===== src/rtl/sr_latch_stim.sv =====
// Pulse-train driver and 2-flop-synchronised checker for a NOR SR latch; drives are registered and track FSM state with zero added latency.
// Check lands on the last GAP cycle (min 3, covers the sync delay); no backpressure, start is accepted only in IDLE and ignored otherwise.
module sr_latch_stim #(
  parameter int CNT_W = 16,
  parameter int NP_W  = 16
) (
  input  logic             myclk,
  input  logic             myrst,
  input  logic             start,
  input  logic [1:0]       mode,
  input  logic [CNT_W-1:0] pulse_width,
  input  logic [CNT_W-1:0] gap_width,
  input  logic [NP_W-1:0]  num_pulses,
  input  logic             myoutQ,
  input  logic             myoutNQ,
  output logic             myset,
  output logic             myreset,
  output logic             busy,
  output logic             done,
  output logic [NP_W-1:0]  pulse_count,
  output logic [NP_W-1:0]  err_count,
  output logic [1:0]       last_q
);

  typedef enum logic [1:0] {S_IDLE, S_PULSE, S_GAP, S_DONE} state_t;

  state_t           r_state;
  logic [1:0]       r_mode;
  logic [CNT_W-1:0] r_pw;
  logic [CNT_W-1:0] r_gw;
  logic [NP_W-1:0]  r_np;
  logic [CNT_W-1:0] r_cnt;
  logic [1:0]       r_exp;
  logic [1:0]       r_q_meta;
  logic [1:0]       r_q_sync;
  logic             r_set;
  logic             r_rst;
  logic             r_busy;
  logic             r_done;
  logic [NP_W-1:0]  r_pulse_count;
  logic [NP_W-1:0]  r_err_count;
  logic [1:0]       r_last_q;

  logic [CNT_W-1:0] w_pw_first;
  logic [CNT_W-1:0] w_pw_load;
  logic [CNT_W-1:0] w_gap_load;
  logic [1:0]       w_first_drv;
  logic [1:0]       w_next_drv;
  logic             w_mismatch;

  // Returns {set, reset}; for single-sided pulses this is also the expected {Q, NQ}.
  function automatic logic [1:0] f_drive(input logic [1:0] m, input logic k_odd);
    logic [1:0] d;
    case (m)
      2'b00:   d = k_odd ? 2'b01 : 2'b10;
      2'b01:   d = 2'b10;
      2'b10:   d = 2'b01;
      default: d = 2'b11;
    endcase
    return d;
  endfunction

  // Counters hold "cycles remaining minus one" so the terminal test is a compare to zero.
  assign w_pw_first  = (pulse_width == '0) ? '0 : pulse_width - CNT_W'(1);
  assign w_pw_load   = (r_pw == '0) ? '0 : r_pw - CNT_W'(1);
  assign w_gap_load  = (r_gw < CNT_W'(3)) ? CNT_W'(2) : r_gw - CNT_W'(1);
  assign w_first_drv = f_drive(mode, 1'b0);
  assign w_next_drv  = f_drive(r_mode, r_pulse_count[0]);
  assign w_mismatch  = (r_mode != 2'b11) && (r_q_sync != r_exp);

  always_ff @(posedge myclk) begin
    if (myrst) begin
      r_state       <= S_IDLE;
      r_mode        <= '0;
      r_pw          <= '0;
      r_gw          <= '0;
      r_np          <= '0;
      r_cnt         <= '0;
      r_exp         <= '0;
      r_q_meta      <= '0;
      r_q_sync      <= '0;
      r_set         <= 1'b0;
      r_rst         <= 1'b0;
      r_busy        <= 1'b0;
      r_done        <= 1'b0;
      r_pulse_count <= '0;
      r_err_count   <= '0;
      r_last_q      <= '0;
    end else begin
      r_q_meta <= {myoutQ, myoutNQ};
      r_q_sync <= r_q_meta;
      case (r_state)
        S_IDLE: begin
          if (start) begin
            r_mode        <= mode;
            r_pw          <= pulse_width;
            r_gw          <= gap_width;
            r_np          <= num_pulses;
            r_pulse_count <= '0;
            r_err_count   <= '0;
            r_busy        <= 1'b1;
            if (num_pulses == '0) begin
              r_state <= S_DONE;
              r_done  <= 1'b1;
            end else begin
              r_state <= S_PULSE;
              {r_set, r_rst} <= w_first_drv;
              r_exp   <= w_first_drv;
              r_cnt   <= w_pw_first;
            end
          end
        end
        S_PULSE: begin
          if (r_cnt == '0) begin
            r_set         <= 1'b0;
            r_rst         <= 1'b0;
            r_pulse_count <= r_pulse_count + NP_W'(1);
            r_cnt         <= w_gap_load;
            r_state       <= S_GAP;
          end else begin
            r_cnt <= r_cnt - CNT_W'(1);
          end
        end
        S_GAP: begin
          if (r_cnt == '0) begin
            r_last_q <= r_q_sync;
            if (w_mismatch && (r_err_count != {NP_W{1'b1}})) begin
              r_err_count <= r_err_count + NP_W'(1);
            end
            if (r_pulse_count == r_np) begin
              r_state <= S_DONE;
              r_done  <= 1'b1;
            end else begin
              r_state <= S_PULSE;
              {r_set, r_rst} <= w_next_drv;
              r_exp   <= w_next_drv;
              r_cnt   <= w_pw_load;
            end
          end else begin
            r_cnt <= r_cnt - CNT_W'(1);
          end
        end
        default: begin
          r_done  <= 1'b0;
          r_busy  <= 1'b0;
          r_state <= S_IDLE;
        end
      endcase
    end
  end

  assign myset       = r_set;
  assign myreset     = r_rst;
  assign busy        = r_busy;
  assign done        = r_done;
  assign pulse_count = r_pulse_count;
  assign err_count   = r_err_count;
  assign last_q      = r_last_q;

endmodule

===== config.mk =====
export PLATFORM = sky130hd
export DESIGN_NAME = sr_latch_stim
export DESIGN_NICKNAME = d
export VERILOG_FILES = /design/src/rtl/sr_latch_stim.sv
export SDC_FILE = /design/constraint.sdc
export NUM_CORES = 1
export LEC_CHECK = 0
export BUFFER_PORTS_ARGS = -buffer_cell sky130_fd_sc_hd__buf_2
export CAP_MARGIN = 10
export CORE_ASPECT_RATIO = 0.7
export CORE_MARGIN = 2
export CORE_UTILIZATION = 50
export CTS_BUF_LIST = sky130_fd_sc_hd__clkbuf_8 sky130_fd_sc_hd__clkbuf_16
export DETAILED_ROUTE_END_ITERATION = 8
export PLACE_DENSITY = 0.7
export SYNTH_ARGS = -nofsm -noshare
export SYNTH_HDL_FRONTEND = slang
export SYNTH_SLANG_ARGS = --single-unit
export TNS_END_PERCENT = 20

===== constraint.sdc =====
create_clock -name myclk -period 3.1 [get_ports myclk]
set_input_delay 0.62 -clock myclk [delete_from_list [all_inputs] [get_ports myclk]]
set_output_delay 0.62 -clock myclk [all_outputs]
set_load 0.005 [all_outputs]

==> impl_metrics.yaml, run 1 <==
setup_path:
  startpoint_type: "flip-flop"
  crit_type: "reg2reg"
  worstPathRequired_ps: 3360
  cp_max_fo: 21
  crit_path_end_kind: "flip-flop"
  arrival_ps: 3010
finish:
  fin_nets: 972
  final_cells: 1072
  area.growth.synth_to_final_pct: 15.0
  drive_above_1_share_pct: 17.1
  diodes: 0
drt:
  wirelength_mm: 17.8
  drt-pass1-iter-count: 5
  ant_nets: 0
  via_per_inst: 5.94
  drtIter0Drc: 445
  num_vias: 6367
  drc: 0
  post_drt_wl_per_cell_um: 16.6
clock_tree:
  clk_path_buf_depth: 2
  cts_tree: "done"
  post_cts_buffers: 0
  htreeDepth: 3
  clock-sinks: 112
  clk_latency_ps: 360
  cts_hold_buf: 0
  numCtsBuffers: 9
  cts_root_buf: "clkbuf_16"
  ctsResizeCount: 0
  path_clk_slew_ps: 80
synth:
  synth_xor_area_share_pct: 9.85
  synthMuxAreaShare_pct: 1.58
  synth_compound_area_share_pct: 19.9
  ys_warn_count: 0
  syn_nets: 894
  synth_top_area_share_pct: 35.0
  synth_fa_ha_area_share_pct: 2.35
  synth-seq-area-share_pct: 35.0
  synth_cell_types: 66
  synth_area_um2: 6400
  synth.area.top_cells: "dfxtp_1, nand2_1, xnor2_1"
  synth_top_family_by_area: "simple AND/OR/NAND/NOR gates"
  syn_avg_cell_area_um2: 7.74
  synth_top_cell_by_area: "dfxtp_1"
  synth_cells: 827
  ys_seq_elements: 112
  synth-simple-area-share_pct: 27.2
  synth-edff-count: 0
  synth_ff_type: "dfxtp_1"
  synthArstFlopShare_pct: 0
sta:
  fin_crit_sh_pct: 88.6
  drv_slew: 0
  rsz0062_at_grt: "false"
  fmax_mhz: 364
  skew_ps: 7.54
  finalHoldViolCount: 0
  setup_tns_ps: 0
  slew_headroom_pct: 22.4
  period_minus_slack_ps: 2750
  finalSetupViolations: 0
  worstMarginPinSlew_ps: 1160
flow_run:
  cap_violations: 0
floorplanning:
  dieArea_um2: 13700
  fp.dieW_um: 139
  rows: 34
  initial_utilization_pct: 51.4
  num_io_pins: 93
  core_area_um2: 12500
  die_h_um: 98.7
placed_design:
  io_buffers: 92
  place_congestion: 0.905
  hpwl_mm: 13.2
  dp_cells: 1056
global_routing:
  antenna_found_initial: 0
  grt_pass1_vias: 5804
  grt_pass1_wl_mm: 29.2
  grt_max_degree: 49
  grt_usage_pct: 25.8
  overflow: 0
pwr:
  vdd_drop_max_uv: 468
  leakagePower_nw: 2.93
  power.density_nw_per_um2: 691
run_status:
  status: "completed"
worst_hold_path:
  hp-class: "reg2reg"
[layout make-up]
class                   count  area, um^2
fillers                  1189        5100
multi-input cells         648        3910
flip-flops and latches    112        2240
repair buffers            114         626
clock buffers               9         225
well taps                 162         203
clock inverters             7        78.8
inverters                  20        75.1
[through the flow]
stage	hold WS [ps]	area, um^2	utilization, %	setup WS, ps	power [mW]
floorplan	414	6400	-	521	3.28
global placement	431	7060	56.6	325	3.81
detailed placement	427	7060	56.6	281	3.87
CTS	455	7360	59.1	382	5.07
global route	483	7360	59.1	109	5.40
finish	454	7360	59.1	352	5.09
[registers in the layout, indices dropped and copies added, names as in the netlist, 2 cells and up]
signal       flops
r_gw            16
err_count       16
r_np            16
r_state          2
r_exp            2
r_q_sync         2
last_q           2
r_q_meta         2
r_pw            16
pulse_count     16
r_cnt           16
r_mode           2
[final timing paths]
kind | to | cells after the start | slack [ps] | start
max | r_cnt[9] | 9 | 350 | r_cnt[0]
max reg2reg | r_cnt[9] | 9 | 350 | r_cnt[0]
min | r_q_sync[0] | 1 | 450 | r_q_meta[0]
min reg2reg | r_q_sync[0] | 1 | 450 | r_q_meta[0]
[cell usage in the layout, fill, tap and decap left out, types with 8 or more instances in the layout]
| master | synthesis | layout |
|---|---|---|
| nor3_1 | 22 | 22 |
| o22ai_1 | 15 | 15 |
| nor4_1 | 24 | 24 |
| buf_4 | 1 | 22 |
| mux2i_1 | 9 | 9 |
| a211oi_1 | 15 | 14 |
| inv_1 | 19 | 19 |
| and3_1 | 8 | 8 |
| or3_1 | 11 | 11 |
| xnor2_1 | 51 | 51 |
| or4_1 | 15 | 15 |
| xor2_1 | 21 | 21 |
| a21oi_1 | 87 | 87 |
| nor2_1 | 78 | 77 |
| nand2_1 | 131 | 131 |
| nand4_1 | 17 | 17 |
| buf_2 | 3 | 92 |
| o21ai_0 | 22 | 22 |
| nand3_1 | 12 | 12 |
| ha_1 | 12 | 12 |
| clkbuf_16 | 0 | 9 |
| dfxtp_1 | 112 | 112 |
[cells in the mapped netlist, types with 4 or more instances]
library cell	number
a211oi_1	15
a21o_1	5
a21oi_1	87
a311oi_1	6
a31oi_1	6
a41o_1	6
and3_1	8
buf_1	7
clkbuf_1	36
dfxtp_1	112
ha_1	12
inv_1	19
mux2i_1	9
nand2_1	131
nand3_1	12
nand4_1	17
nor2_1	78
nor2b_1	4
nor3_1	22
nor4_1	24
o211ai_1	5
o21a_1	4
o21ai_0	22
o22ai_1	15
o31ai_1	6
or2_2	6
or3_1	11
or4_1	15
xnor2_1	51
xor2_1	21
[routing by layer]
layer | up-vias | GRT usage, % | part of all wire, %
li1 | 3122 | - | -
met1 | 3016 | 37.6 | 48
met2 | 212 | 40.3 | 45
met3 | 17 | 4.57 | 6.6
met4 | 0 | 5.36 | 1.0
met5 | - | 0 | 0
[critical path: stages, from the launching register on]
cell	delay [ps]
dfxtp_1	420
inv_1	70
ha_1	240
inv_1	200
nor4_2	90
and3_1	250
a211oi_2	670
buf_4	380
nor2_1	70
a311oi_1	250
[logic make-up (layout without fill, tap and decap cells)]
kind of cell	after synthesis	after routing
muxes	10	10
buffers and inverters	67	150
xor gates and xnor gates	72	72
adders and majority gates	12	12
AOI/OAI and AO/OA	200	200
DFF	112	112
and+or+nand+nor	354	354
[power by group]
group	switching (mW)	internal, mW
Combinational	1.24	0.800
Clock	0.569	0.637
Sequential	0.223	1.62
Note: power is estimated with default switching activity, not from simulation.
==> run 2, diff against run 1 <==
--- a/config.mk
+++ b/config.mk
@@ -7,12 +7,14 @@
 export LEC_CHECK = 0
 export BUFFER_PORTS_ARGS = -buffer_cell sky130_fd_sc_hd__buf_2
 export CAP_MARGIN = 10
+export CELL_PAD_IN_SITES_DETAIL_PLACEMENT = 1
+export CELL_PAD_IN_SITES_GLOBAL_PLACEMENT = 1
 export CORE_ASPECT_RATIO = 0.7
 export CORE_MARGIN = 2
-export CORE_UTILIZATION = 50
+export CORE_UTILIZATION = 42
 export CTS_BUF_LIST = sky130_fd_sc_hd__clkbuf_8 sky130_fd_sc_hd__clkbuf_16
 export DETAILED_ROUTE_END_ITERATION = 8
-export PLACE_DENSITY = 0.7
+export PLACE_DENSITY = 0.79
 export SYNTH_ARGS = -nofsm -noshare
 export SYNTH_HDL_FRONTEND = slang
 export SYNTH_SLANG_ARGS = --single-unit
==> run 2 against run 1 <==
Worst setup slack worse by 110 ps. Wire length is 24% higher. Via count is 3.9% higher. Die area is 18% higher. Count of clock-buffer cells in the layout stayed put. Critical endpoint is now r_cnt[2]. Largest power group unchanged.
==> impl_metrics.yaml, run 2 (synthesis gave the netlist of run 1 again) <==
run_status:
  status: "completed"
flow_run:
  cap_violations: 0
floorplanning:
  die_h_um: 107
  fp.dieW_um: 152
  core_area_um2: 14800
  rows: 37
  initial_utilization_pct: 43.2
  num_io_pins: 93
  dieArea_um2: 16300
sta:
  period_minus_slack_ps: 2860
  worstMarginPinSlew_ps: 1230
  setup_tns_ps: 0
  finalSetupViolations: 0
  skew_ps: 12.3
  finalHoldViolCount: 0
  fin_crit_sh_pct: 92.1
  slew_headroom_pct: 17.6
  rsz0062_at_grt: "false"
  drv_slew: 0
  fmax_mhz: 350
global_routing:
  grt_max_degree: 48
  grt_pass1_wl_mm: 35.1
  antenna_found_initial: 0
  overflow: 0
  grt_usage_pct: 27.6
  grt_pass1_vias: 6535
drt:
  drtIter0Drc: 436
  num_vias: 6615
  drc: 0
  post_drt_wl_per_cell_um: 19.7
  ant_nets: 0
  wirelength_mm: 22.0
  via_per_inst: 5.94
  drt-pass1-iter-count: 5
setup_path:
  arrival_ps: 3130
  crit_path_end_kind: "flip-flop"
  r2r-start: "r_cnt[6]"
  r2r_slack_ps: 240
  startpoint_type: "flip-flop"
  r2r_cells: 7
  worstPathRequired_ps: 3370
  cp_max_fo: 17
  crit_type: "reg2reg"
  r2r_end: "r_cnt[2]"
worst_hold_path:
  hp-class: "reg2reg"
  hold-path-cell-count: 1
  holdPathEnd: "r_q_sync[1]"
  worstHoldStart: "r_q_meta[1]"
pwr:
  vdd_drop_max_uv: 322
  leakagePower_nw: 2.97
  power.density_nw_per_um2: 707
  p_total_mw: 5.28
clock_tree:
  clk_latency_ps: 370
  clock-sinks: 112
  htreeDepth: 3
  numCtsBuffers: 9
  path_clk_slew_ps: 90
  ctsResizeCount: 0
  cts_root_buf: "clkbuf_16"
  cts_hold_buf: 0
  cts_tree: "done"
  clk_path_buf_depth: 2
  post_cts_buffers: 0
placed_design:
  hpwl_mm: 16.2
  dp_cells: 1097
  io_buffers: 92
  place_congestion: 0.883
finish:
  final_cells: 1113
  fin_nets: 980
  fillerInstances: 1889
  area.growth.synth_to_final_pct: 16.6
  drive_above_1_share_pct: 17.9
  layout_common_cells: "nand2_1, dfxtp_1, buf_2"
  diodes: 0
  mostFrequentLayoutCell: "nand2_1"
==> run 2: cell types whose count changed in the layout (fill, tap and decap cells not counted), sizes merged <==
cell,previous run,this run
buf,114,122
bufinv,1,0
clkinv,5,2
inv,21,25
==> run 2: cell type report <==
class	instances	area, um^2	area share [%]
well taps	195	244	3.27
clock buffers	9	225	3.02
clock inverters	7	76.3	1.02
inverters	20	75.1	1.01
repair buffers	122	686	9.19
flip-flops and latches	112	2240	30.1
multi-input cells	648	3910	52.4
==> run 2: how the worst max path moves through the flow <==
| stage | from | to | slack (ps) | depth (start not counted) |
|---|---|---|---|---|
| after floorplan | pulse_width[0] | r_cnt[8] | 520 | 7 |
| after global placement | pulse_width[0] | r_cnt[2] | 330 | 9 |
| after detailed placement | pulse_width[0] | r_cnt[2] | 270 | 9 |
| after CTS | r_cnt[6] | r_cnt[2] | 270 | 7 |
| after global routing | r_cnt[6] | r_cnt[2] | 100 | 7 |
| final | r_cnt[6] | r_cnt[2] | 240 | 7 |
==> run 2: where the power goes <==
part	internal, mW	switching, mW
Combinational	0.839	1.38
Sequential	1.62	0.226
Clock	0.580	0.631
Total	3.04	2.24
==> run 2: worst max-delay path, cell delays in order, from the launching register on <==
cell and delay, ps:
dfxtp_1 460, or4_1 300, nor2_1 90, and3_1 290, a211oi_2 970, buf_4 310
nor2_1 50, a311oi_1 270
==> run 2: per-stage QoR <==
stage | instance area (um^2) | hold slack (ps) | setup slack [ps] | utilization (%)
6_report | 7460 | 448 | 243 | 50.4
2_1_floorplan | 6400 | 414 | 521 | -
4_1_cts | 7460 | 450 | 266 | 50.4
3_5_place_dp | 7160 | 431 | 268 | 48.3
3_3_place_gp | 7160 | 429 | 329 | 48.3
5_1_grt | 7460 | 476 | 100 | 50.4
==> run 2: routing by layer <==
layer	vias to the layer above	track usage [%]	part of all wire [%]	routed length (um)
li1	3141	-	-	-
met1	3259	39.2	48	10400
met2	189	43.4	45	9950
met3	26	6.31	6.1	1350
met4	0	5.09	1.1	240
met5	-	0	0	0
==> run 3, diff against run 2 <==
--- a/config.mk
+++ b/config.mk
@@ -8,13 +8,14 @@
 export BUFFER_PORTS_ARGS = -buffer_cell sky130_fd_sc_hd__buf_2
 export CAP_MARGIN = 10
 export CELL_PAD_IN_SITES_DETAIL_PLACEMENT = 1
-export CELL_PAD_IN_SITES_GLOBAL_PLACEMENT = 1
+export CELL_PAD_IN_SITES_GLOBAL_PLACEMENT = 2
 export CORE_ASPECT_RATIO = 0.7
 export CORE_MARGIN = 2
-export CORE_UTILIZATION = 42
+export CORE_UTILIZATION = 33
 export CTS_BUF_LIST = sky130_fd_sc_hd__clkbuf_8 sky130_fd_sc_hd__clkbuf_16
 export DETAILED_ROUTE_END_ITERATION = 8
-export PLACE_DENSITY = 0.79
+export PLACE_DENSITY = 0.78
+export SKIP_CTS_REPAIR_TIMING = 1
 export SYNTH_ARGS = -nofsm -noshare
 export SYNTH_HDL_FRONTEND = slang
 export SYNTH_SLANG_ARGS = --single-unit
==> run 3 against run 2 <==
Register-to-register slack better by 170 ps. Critical path depth is 1 lower. Maximum frequency is 6.5% higher. Worst setup slack better by 170 ps. Clock skew is 3.5 ps lower. Cell count is 6.2% higher. Combinational power is 2% lower. First-iteration DRC count is 36% lower. Count of clock-buffer cells in the layout stayed put. Largest power group unchanged. Critical path type unchanged.
==> impl_metrics.yaml, run 3 (synthesis gave the netlist of run 1 again) <==
global_routing:
  grt_usage_pct: 21.3
  grt_pass1_vias: 6151
  antenna_found_initial: 0
  overflow: 0
  use_met2_pct: 30.3
  use_met1_pct: 33.4
  grt_pass1_wl_mm: 34.5
  grt.busiest_layer: "met1"
  grt_max_degree: 52
  use_met3_pct: 3.76
finish:
  layout_common_cells: "nand2_1, dfxtp_1, buf_2"
  area.growth.synth_to_final_pct: 17.7
  drive_above_1_share_pct: 18.0
  diodes: 0
  mostFrequentLayoutCell: "nand2_1"
  fin_nets: 980
  final_util_pct: 39.7
  final_cells: 1182
  final_area_um2: 7540
sta:
  period_minus_slack_ps: 2680
  fin_hold_ws_ps: 440
  slew_headroom_pct: 36.1
  rsz0062_at_grt: "false"
  fmax_mhz: 373
  finalHoldViolCount: 0
  drv_slew: 0
  fin_crit_sh_pct: 86.6
  setup_tns_ps: 0
  skew_ps: 8.84
  finalSetupViolations: 0
  worstMarginPinSlew_ps: 958
drt:
  ant_nets: 0
  num_vias: 6263
  post_drt_wl_per_cell_um: 18.0
  drtIter0Drc: 280
  wirelength_mm: 21.3
  via_per_inst: 5.30
  drt-pass1-iter-count: 4
  drc: 0
placed_design:
  place_congestion: 0.806
  io_buffers: 92
  dp_cells: 1166
  placed_cell_area_um2: 7260
  hpwl_mm: 16.1
floorplanning:
  rows: 42
  initial_utilization_pct: 33.7
  die_h_um: 121
  core_area_um2: 19000
  fp.dieW_um: 170
  dieArea_um2: 20500
  num_io_pins: 93
setup_path:
  crit_chain: "or4_1 > nor4_1 > a41o_1 > a21oi_1 > o21ai_0 > a311oi_1"
  startpoint_type: "flip-flop"
  cpMaxStageDelayCell: "or4_1"
  worstPathRequired_ps: 3320
  cp_max_fo: 15
  crit_type: "reg2reg"
  cp_num_buf_inv: 0
  cpLargestDelayFamily: "compound AO/OA/AOI/OAI gates"
  arrival_ps: 2910
  cpPeakStageDelay_ps: 600
  crit_path_end_kind: "flip-flop"
worst_hold_path:
  hp-class: "reg2reg"
pwr:
  power.density_nw_per_um2: 684
  leakagePower_nw: 2.96
  vdd_drop_max_uv: 251
clock_tree:
  cts_tree: "done"
  cts_root_buf: "clkbuf_16"
  clk_path_buf_depth: 2
  htreeDepth: 3
  clk_latency_ps: 360
  clock-sinks: 112
  path_clk_slew_ps: 80
  numCtsBuffers: 9
flow_run:
  cap_violations: 0
run_status:
  status: "completed"
==> run 3: layer usage <==
metal | part of all wire (%) | vias to the layer above
li1 | - | 3134
met1 | 55 | 3004
met2 | 41 | 113
met3 | 4.2 | 12
met4 | 0.65 | 0
met5 | 0 | -
==> run 3: final timing paths <==
kind	start	end	slack, ps	cells after the start
min	r_q_meta[1]	r_q_sync[1]	440	1
max reg2reg	r_pw[4]	r_cnt[3]	420	6
min reg2reg	r_q_meta[1]	r_q_sync[1]	440	1
max	r_pw[4]	r_cnt[3]	420	6
==> run 3: layout make-up <==
cell class | count | area (um^2)
Clock buffer | 9 | 225
Clock inverter | 7 | 55.1
Fill cell | 2389 | 11400
Inverter | 20 | 75.1
Multi-Input combinational cell | 648 | 3920
Sequential cell | 112 | 2240
Tap cell | 264 | 330
Timing Repair Buffer | 122 | 686
==> run 3: power by group <==
part / leakage, nW / internal (mW) / switching [mW]
registers: 0.917 / 1.62 / 0.214
logic: 1.90 / 0.826 / 1.34
clock network: 0.138 / 0.556 / 0.597
total: 2.96 / 3.00 / 2.15
==> run 3: per-stage QoR <==
step,setup slack (ps),total power [mW]
after detailed placement,235,4.02
after global placement,316,4.00
final,417,5.16
after global routing,120,5.51
after floorplan,521,3.28
after CTS,422,5.19
